--- config.mk ---
export PLATFORM = sky130hd
export DESIGN_NAME = handshake_receiver_flat
export DESIGN_NICKNAME = d
export VERILOG_FILES = /design/src/rtl/handshake_receiver_if.sv /design/src/rtl/handshake_receiver.sv /design/src/flat_wrapper.sv
export SDC_FILE = /design/constraint.sdc
export NUM_CORES = 1
export LEC_CHECK = 0
export CORE_MARGIN = 2
export CORE_UTILIZATION = 30
export CTS_BUF_LIST = sky130_fd_sc_hd__clkbuf_8 sky130_fd_sc_hd__clkbuf_16
export CTS_CLUSTER_SIZE = 30
export DETAILED_ROUTE_END_ITERATION = 7
export GPL_ROUTABILITY_DRIVEN = 0
export PLACE_DENSITY_LB_ADDON = 0.08
export SLEW_MARGIN = 30
export SYNTH_ARGS = -nofsm -noshare
export SYNTH_HDL_FRONTEND = slang
export SYNTH_SLANG_ARGS = --single-unit
--- constraint.sdc ---
create_clock -name clk -period 3.3 [get_ports clk]
set_input_delay 0.66 -clock clk [delete_from_list [all_inputs] [get_ports clk]]
set_output_delay 0.66 -clock clk [all_outputs]
set_load 0.1 [all_outputs]
--- src/rtl/handshake_receiver_if.sv ---
// Bus bundle between the two send/ack senders, the receiver and the merged output consumer.
interface handshake_receiver_if #(
  parameter int DATA_W = 16,
  parameter int CNT_W  = 3
);
  logic [DATA_W-1:0] data1, data2, out_data;
  logic              send1, ack1, send2, ack2;
  logic              out_src, out_valid, out_ready;
  logic [CNT_W-1:0]  cnt1, cnt2;

  modport master (
    output data1, send1, data2, send2, out_ready,
    input  ack1, ack2, out_data, out_src, out_valid, cnt1, cnt2
  );
  modport slave (
    input  data1, send1, data2, send2, out_ready,
    output ack1, ack2, out_data, out_src, out_valid, cnt1, cnt2
  );
endinterface

--- src/rtl/handshake_receiver.sv ---
// Two four-phase send/ack receivers, each with its own FIFO, merged round-robin
// into one tagged valid/ready stream.
module handshake_receiver_chan #(
  parameter int DATA_W     = 16,
  parameter int FIFO_DEPTH = 4,
  parameter int CNT_W      = $clog2(FIFO_DEPTH) + 1
) (
  input  logic              clk,
  input  logic              rst_n,
  input  logic [DATA_W-1:0] data,
  input  logic              send,
  input  logic              pop,
  output logic              ack,
  output logic [DATA_W-1:0] head,
  output logic              empty,
  output logic [CNT_W-1:0]  cnt
);
   localparam int AW = $clog2(FIFO_DEPTH);
   typedef enum logic {IDLE, ACK} state_t;

   state_t                             state;
   logic [FIFO_DEPTH-1:0][DATA_W-1:0]  mem;
   logic [AW-1:0]                      wp, rp;
   logic                               full, push;

   // full looks at the pre-edge count, so a same-edge pop never frees a slot
   assign full  = (cnt == CNT_W'(FIFO_DEPTH));
   assign empty = (cnt == '0);
   assign push  = (state == IDLE) && send && !full;
   assign head  = mem[rp];

   always_ff @(posedge clk or negedge rst_n) begin
      if (!rst_n) begin
         state <= IDLE;
         ack   <= 1'b0;
         wp    <= '0;
         rp    <= '0;
         cnt   <= '0;
      end else begin
         case (state)
            IDLE: if (push) begin
               state <= ACK;
               ack   <= 1'b1;
            end
            ACK: if (!send) begin
               state <= IDLE;
               ack   <= 1'b0;
            end
            default: begin
               state <= IDLE;
               ack   <= 1'b0;
            end
         endcase
         if (push) wp <= wp + AW'(1);
         if (pop)  rp <= rp + AW'(1);
         cnt <= cnt + CNT_W'(push) - CNT_W'(pop);
      end
   end

   always_ff @(posedge clk) begin
      if (push) mem[wp] <= data;
   end
endmodule

module handshake_receiver #(
  parameter int DATA_W     = 16,
  parameter int FIFO_DEPTH = 4,
  parameter int CNT_W      = $clog2(FIFO_DEPTH) + 1
) (
  input logic                 clk,
  input logic                 rst_n,
  handshake_receiver_if.slave bus
);
   localparam int NUM_CH = 2;

   logic [NUM_CH-1:0][DATA_W-1:0] din, head;
   logic [NUM_CH-1:0][CNT_W-1:0]  cnt;
   logic [NUM_CH-1:0]             send, ack, empty, pop;
   logic                          prio, load, sel;
   logic                          out_valid_q, out_src_q;
   logic [DATA_W-1:0]             out_data_q;

   assign din  = {bus.data2, bus.data1};
   assign send = {bus.send2, bus.send1};

   for (genvar c = 0; c < NUM_CH; c++) begin : g_ch
      handshake_receiver_chan #(
        .DATA_W(DATA_W), .FIFO_DEPTH(FIFO_DEPTH), .CNT_W(CNT_W)
      ) u_ch (
        .clk(clk), .rst_n(rst_n), .data(din[c]), .send(send[c]), .pop(pop[c]),
        .ack(ack[c]), .head(head[c]), .empty(empty[c]), .cnt(cnt[c])
      );
   end

   // prio only matters when both heads compete; otherwise take whichever is non-empty
   assign load   = (!out_valid_q || bus.out_ready) && !(&empty);
   assign sel    = (!empty[0] && !empty[1]) ? prio : empty[0];
   assign pop[0] = load && !sel;
   assign pop[1] = load && sel;

   always_ff @(posedge clk or negedge rst_n) begin
      if (!rst_n) begin
         out_valid_q <= 1'b0;
         out_src_q   <= 1'b0;
         out_data_q  <= '0;
         prio        <= 1'b0;
      end else if (load) begin
         out_valid_q <= 1'b1;
         out_src_q   <= sel;
         out_data_q  <= head[sel];
         prio        <= !sel;
      end else if (out_valid_q && bus.out_ready) begin
         out_valid_q <= 1'b0;
      end
   end

   assign bus.ack1      = ack[0];
   assign bus.ack2      = ack[1];
   assign bus.cnt1      = cnt[0];
   assign bus.cnt2      = cnt[1];
   assign bus.out_valid = out_valid_q;
   assign bus.out_src   = out_src_q;
   assign bus.out_data  = out_data_q;
endmodule
--- src/flat_wrapper.sv ---
// flat-port wrapper written by rule: the top's interface ports become plain ports
module handshake_receiver_flat 
#(
  parameter int DATA_W     = 16,
  parameter int FIFO_DEPTH = 4,
  parameter int CNT_W      = $clog2(FIFO_DEPTH) + 1
)
  (clk, rst_n, bus_data1, bus_send1, bus_data2, bus_send2, bus_out_ready, bus_ack1, bus_ack2, bus_out_data, bus_out_src, bus_out_valid, bus_cnt1, bus_cnt2);
  handshake_receiver_if #(.DATA_W(DATA_W), .CNT_W(CNT_W)) bus_i ();
  input logic clk;
  input logic rst_n;
  input wire logic [$bits(bus_i.data1)-1:0] bus_data1;
  input wire logic [$bits(bus_i.send1)-1:0] bus_send1;
  input wire logic [$bits(bus_i.data2)-1:0] bus_data2;
  input wire logic [$bits(bus_i.send2)-1:0] bus_send2;
  input wire logic [$bits(bus_i.out_ready)-1:0] bus_out_ready;
  output wire logic [$bits(bus_i.ack1)-1:0] bus_ack1;
  output wire logic [$bits(bus_i.ack2)-1:0] bus_ack2;
  output wire logic [$bits(bus_i.out_data)-1:0] bus_out_data;
  output wire logic [$bits(bus_i.out_src)-1:0] bus_out_src;
  output wire logic [$bits(bus_i.out_valid)-1:0] bus_out_valid;
  output wire logic [$bits(bus_i.cnt1)-1:0] bus_cnt1;
  output wire logic [$bits(bus_i.cnt2)-1:0] bus_cnt2;
  assign bus_i.data1 = bus_data1;
  assign bus_i.send1 = bus_send1;
  assign bus_i.data2 = bus_data2;
  assign bus_i.send2 = bus_send2;
  assign bus_i.out_ready = bus_out_ready;
  assign bus_ack1 = bus_i.ack1;
  assign bus_ack2 = bus_i.ack2;
  assign bus_out_data = bus_i.out_data;
  assign bus_out_src = bus_i.out_src;
  assign bus_out_valid = bus_i.out_valid;
  assign bus_cnt1 = bus_i.cnt1;
  assign bus_cnt2 = bus_i.cnt2;
  handshake_receiver #(.DATA_W(DATA_W), .FIFO_DEPTH(FIFO_DEPTH), .CNT_W(CNT_W)) u_core (.clk(clk), .rst_n(rst_n), .bus(bus_i));
endmodule
# == Yosys cells after proc, flatten, opt, wreduce, memory -nomap -nowiden ==
# Cells that the tools add are included.
# word_totals
output_inout_bits,26
ff_bits,165
word_cells,97
input_bits,37
# classes
n_reduce_logical,25
mux,27
n_bitwise,2
add_sub_neg,8
order_cmp,7
eq_ne,6
# op_table
operator,n
64-bit bitwise mux,2
16-bit two-way mux,6
16-bit binary-select mux with 2-bit select,2
16-bit demux with 2-bit select,2
2-bit by 3-bit less-than comparator with 1-bit output (second input constant),4
1-bit logical AND,11
1-bit two-way mux,11
2-bit by 1-bit adder with 2-bit output (second input constant),4
2-bit inequality test (second input constant),4
1-bit one-hot mux with 2 select lines,4
1-bit zero test,7
3-bit by 1-bit adder with 3-bit output,2
3-bit == test (second input constant),2
3-bit zero test,2
2-bit AND reduction,3
3-bit by 1-bit subtractor with 3-bit output,2
2-bit by 1-bit >= comparator with 1-bit output (second input constant),2
1-bit by 2-bit less-than comparator with 1-bit output (second input constant),1
1-bit inverter,2
2-bit nonzero test,1
1-bit logical OR,1

# == Longest topological paths before layout ==
# logic_depth
depth_word,7
depth_mapped,11
mapped_depth_nobuf,10

# == Hierarchy ==
# A second synthesis with hierarchy kept.
# hier_totals
hier_cells,315
area_unflattened_um2,6442.4
# modules_own_cells
module,seq_area_each_um2,instances,cells_each,area_each_um2
handshake_receiver_chan,2147.1,2,124,2792.7
handshake_receiver,475.5,1,67,857.1

# == Worst setup path before layout ==
# Ideal clock, no wire load.
# synth_path
path_kind,register to register
startpoint,register u_core.g_ch[0].u_ch.cnt[2]
endpoint,register u_core.g_ch[0].u_ch.cnt[2]
setup_ns,0.127
setup_slack_ns,0.225
path_stages_with_launch,11
t_arrival_ns,2.949
n_path_buf,2
t_required_ns,3.173
synth_period_minus_slack_ns,3.075
cell_sequence,dfrtp_1 -> or3_1 -> clkbuf_1 -> clkbuf_1 -> and3_1 -> ha_1 -> inv_1 -> ha_1 -> fa_1 -> xnor2_1 -> xnor2_1
# synth_between
elab_chain_cells,7
word_cells_on_any_way,14
classes_between,add/sub: 2; eq/ne: 1; mux: 1; reduce/logical: 10
# synth_rtl
item,line_no,rtl
"start, declared",handshake_receiver.sv:16,output logic [CNT_W-1:0] cnt
"start signal, assigned",handshake_receiver.sv:56,cnt <= cnt + CNT_W'(push) - CNT_W'(pop);
3-bit zero test *,handshake_receiver.sv:28,assign empty = (cnt == '0);
1-bit zero test,handshake_receiver.sv:97,assign sel = (!empty[0] && !empty[1]) ? prio : empty[0];
1-bit logical AND,handshake_receiver.sv:97,
1-bit two-way mux,handshake_receiver.sv:97,
1-bit zero test,handshake_receiver.sv:98,assign pop[0] = load && !sel;
1-bit logical AND *,handshake_receiver.sv:98,
named net u_core.g_ch[0].u_ch.pop,handshake_receiver.sv:12,"input logic pop,"
3-bit by 1-bit subtractor with 3-bit output *,handshake_receiver.sv:56,
# Mark *: on every way through the listed nets, which the timed path passes. The rest lies on a longest branch.
# A chain may end at the register's enable or synchronous reset.

# == Final worst setup path ==
# layout_path
startpoint,register u_core.g_ch[0].u_ch.cnt[1]
endpoint,register u_core.g_ch[0].u_ch.cnt[2]
# Same word-level chain as after synthesis.

==> summary.md <==
| Metric | Value |
|---|---|
| Seq cells post-synth | `165` |
| Clock Root Buffer | `clkbuf_16` |
| P per Cell Area | `968 nW/µm²` |
| # diodes | `0` |
| DRC viols | `0` |
| Seq/Total Area, Yosys | `0.733` |
| Fillers | `1952` |
| Initial Util | `0.308` |
| Period utilization | `0.792` |
| CP endpoint kind | `register` |
| Worst slew margin | `0.459` |
| CTS Buf Count | `17` |
| Setup slack after layout | `~0.7 ns` |
| FFs w/ async S/R, synth | `0.224` |
| Register area | `4770 µm²` |
| Layout Nets | `between 400 and 500` |
| RSZ-0062 raised after global routing | `no` |
| Area of the multi-input gates | `1580 µm²` |
| ANT nets after route | `0` |
| Post-CTS setup buffer count | `0` |
| Fin crit period | `approximately 2.6 ns` |
| Largest net degree at the start of global routing | `38` |
| CTS tree | `built` |
| PortBufs | `62` |
| Vias in the first global route | `3332` |
| Gate Count Post-Synth | `317` |
| Total GRT Usage | `0.122` |
| Peak VDD IR | `0.385 mV` |
| Flop2flop setup slack | `roughly 0.69 ns` |
| Sink Count | `165` |
| Max Clk Rate | `0.383 GHz` |
| Final HPWL DP | `8800 µm` |
| Die Span Y | `151 µm` |
| Total core area | `approximately 21000 µm²` |
| Detail-routed via count per cell | `4.58` |
| Slew Viols, Final | `0` |
| YS warnings | `0` |
| Syn_nets | `368` |
| Run status | `completed` |
| Die area | `22900 µm²` |
| Iteration count of the initial detailed-routing pass | `4` |
| Critical Path Fanout Max | `20` |
| H-tree depth | `4` |
| Placed cell count | `around 660` |
| Hold Fails Final Rpt | `0` |
| Synth Cell Area | `6510 µm²` |
| Worst-case reg-to-reg path depth | `8` |
| Most frequent cells in the layout | `128 x edfxtp_1, 44 x buf_4, 37 x dfrtp_1, 35 x clkdlybuf4s50_1, 24 x mux4_2` |
| Area delta synth->final | `22.8%` |
| Share of cells above drive strength 1 | `0.256` |
| Post_cts resized | `0` |
| Commonest non-fill, non-tap cell in the layout | `edfxtp_1` |
| Drt first-iter violations | `190` |
| Clock tree buffer depth | `2` |
| Global-route wire length before repair | `~20000 µm` |
| CP Launch Type | `register` |
| Non-filler cells, final | `689` |
| Routed WL per cell | `18.9 µm` |
| Worst slack, placed | `0.450 ns` |
| Clock Latency Late Sink | `0.42 ns` |
| Leakage | `2.87 nW` |
| Crit Reg-Reg Endpoint | `u_core.g_ch[0].u_ch.cnt[2]` |
| Hold Worst Slack | `0.114 ns` |
| Least-Margin Pin Slew | `0.812 ns` |
| Die X | `151 µm` |
| Post-Route Setup TNS | `0 ns` |
| Grt ovf | `0` |
| Final wirelength | `13000 µm` |
| Number of synthesized flops with an enable pin | `128` |
| Final setup fails | `0` |
| Ys flop type | `edfxtp_1` |
| Initial antenna violation count | `0` |
| Hold WC Path Type | `primary input to async pin` |
| MaxCap Viol Count | `0` |
| Rows | `53` |
| Hold Buf Count CTS | `0` |
| Via count | `3154` |
| Req. time, crit path | `between 3 and 4 ns` |
| Clock slew at reported path FFs | `0.07 ns` |
| Io pins | `63` |
| Crit path DAT | `2.96 ns` |
| Final Skew | `around 0.012 ns` |
| Unique masters post-synth | `38` |
| Kind of critical path | `register to register` |
| Reg2Reg Launch Point | `u_core.g_ch[0].u_ch.cnt[1]` |
| Average cell area after synthesis | `20.5 µm²` |
## cell usage after synthesis, drive strengths merged (2+ instances only)
cell type,number,share of area
a21o,3,0.0035
a221o,16,0.025
and2,8,0.0077
and4,16,0.022
buf,10,0.012
clkbuf,7,0.0040
dfrtp,37,0.14
edfxtp,128,0.59
fa,2,0.0062
ha,12,0.023
inv,13,0.0075
mux2,2,0.0035
mux4,32,0.12
nand2b,2,0.0019
nor2,3,0.0017
or3,2,0.0027
or3b,2,0.0027
xnor2,8,0.011
xor2,2,0.0027
## critical path, stage by stage, from the launching register on
cell and delay (ns):
dfrtp_1 0.42, or3_1 0.62, and3_1 0.29, ha_1 0.29, inv_1 0.04, ha_1 0.18
fa_1 0.38, xnor2_1 0.20, xnor2_1 0.13
## through the flow
step	cell area, µm²	util	power [mW]
4_1_cts	7960	0.376	7.86
3_5_place_dp	7430	0.351	6.07
6_report	7990	0.378	7.74
3_3_place_gp	7430	0.351	6.05
2_1_floorplan	6510	-	5.25
5_1_grt	7990	0.378	8.15
## flip-flops by register name, summed over array words and instances (netlist names)
register,flops
u_core.bus.out_data,16
u_core.bus.out_src,1
u_core.bus.out_valid,1
u_core.g_ch.u_ch.ack,2
u_core.g_ch.u_ch.cnt,6
u_core.g_ch.u_ch.mem,128
u_core.g_ch.u_ch.rp,4
u_core.g_ch.u_ch.state,2
u_core.g_ch.u_ch.wp,4
u_core.prio,1
## worst max path at each step
stage	to	start	slack [ns]	cells past startpoint
4_1_cts	u_core.g_ch[0].u_ch.cnt[2]	u_core.g_ch[0].u_ch.cnt[1]	0.65	8
3_5_place_dp	u_core.g_ch[0].u_ch.cnt[2]	bus_send1	0.45	9
2_1_floorplan	u_core.g_ch[0].u_ch.cnt[2]	u_core.g_ch[0].u_ch.cnt[2]	0.22	10
5_1_grt	u_core.g_ch[0].u_ch.cnt[2]	u_core.g_ch[0].u_ch.cnt[1]	0.50	8
6_report	u_core.g_ch[0].u_ch.cnt[2]	u_core.g_ch[0].u_ch.cnt[1]	0.69	8
3_3_place_gp	u_core.g_ch[0].u_ch.cnt[2]	bus_send1	0.47	9
## layout make-up
class	count	share of cell area
repair buffers	82	0.0897
clock inverters	15	0.0133
multi-input cells	122	0.198
well taps	275	0.0430
inverters	13	0.00611
flip-flops and latches	165	0.597
clock buffers	17	0.0532
## metal layers
| metal | GRT usage | vias up | share of wire |
|---|---|---|---|
| li1 | - | 1460 | - |
| met1 | 0.163 | 1626 | 0.46 |
| met2 | 0.196 | 57 | 0.50 |
| met3 | 0.0286 | 11 | 0.040 |
| met4 | 0.0407 | 0 | 0.0094 |
| met5 | 0 | - | 0 |
## kinds of logic after synthesis
group,after synthesis,synth area share
AND/OR/NAND/NOR,39,0.0448
XOR/XNOR,10,0.0135
AO/OA/AOI/OAI,25,0.0367
multiplexers,34,0.119
buffers and inverters,30,0.0240
adder cells (fa/ha/maj),14,0.0292
flip-flops,165,0.733
## power by group
| part | internal (mW) | switching, mW |
|---|---|---|
| Clock | 0.962 | 0.809 |
| Sequential | 2.67 | 0.294 |
| Combinational | 1.04 | 1.96 |
| Total | 4.67 | 3.07 |
(Power assumes the default switching activity.)
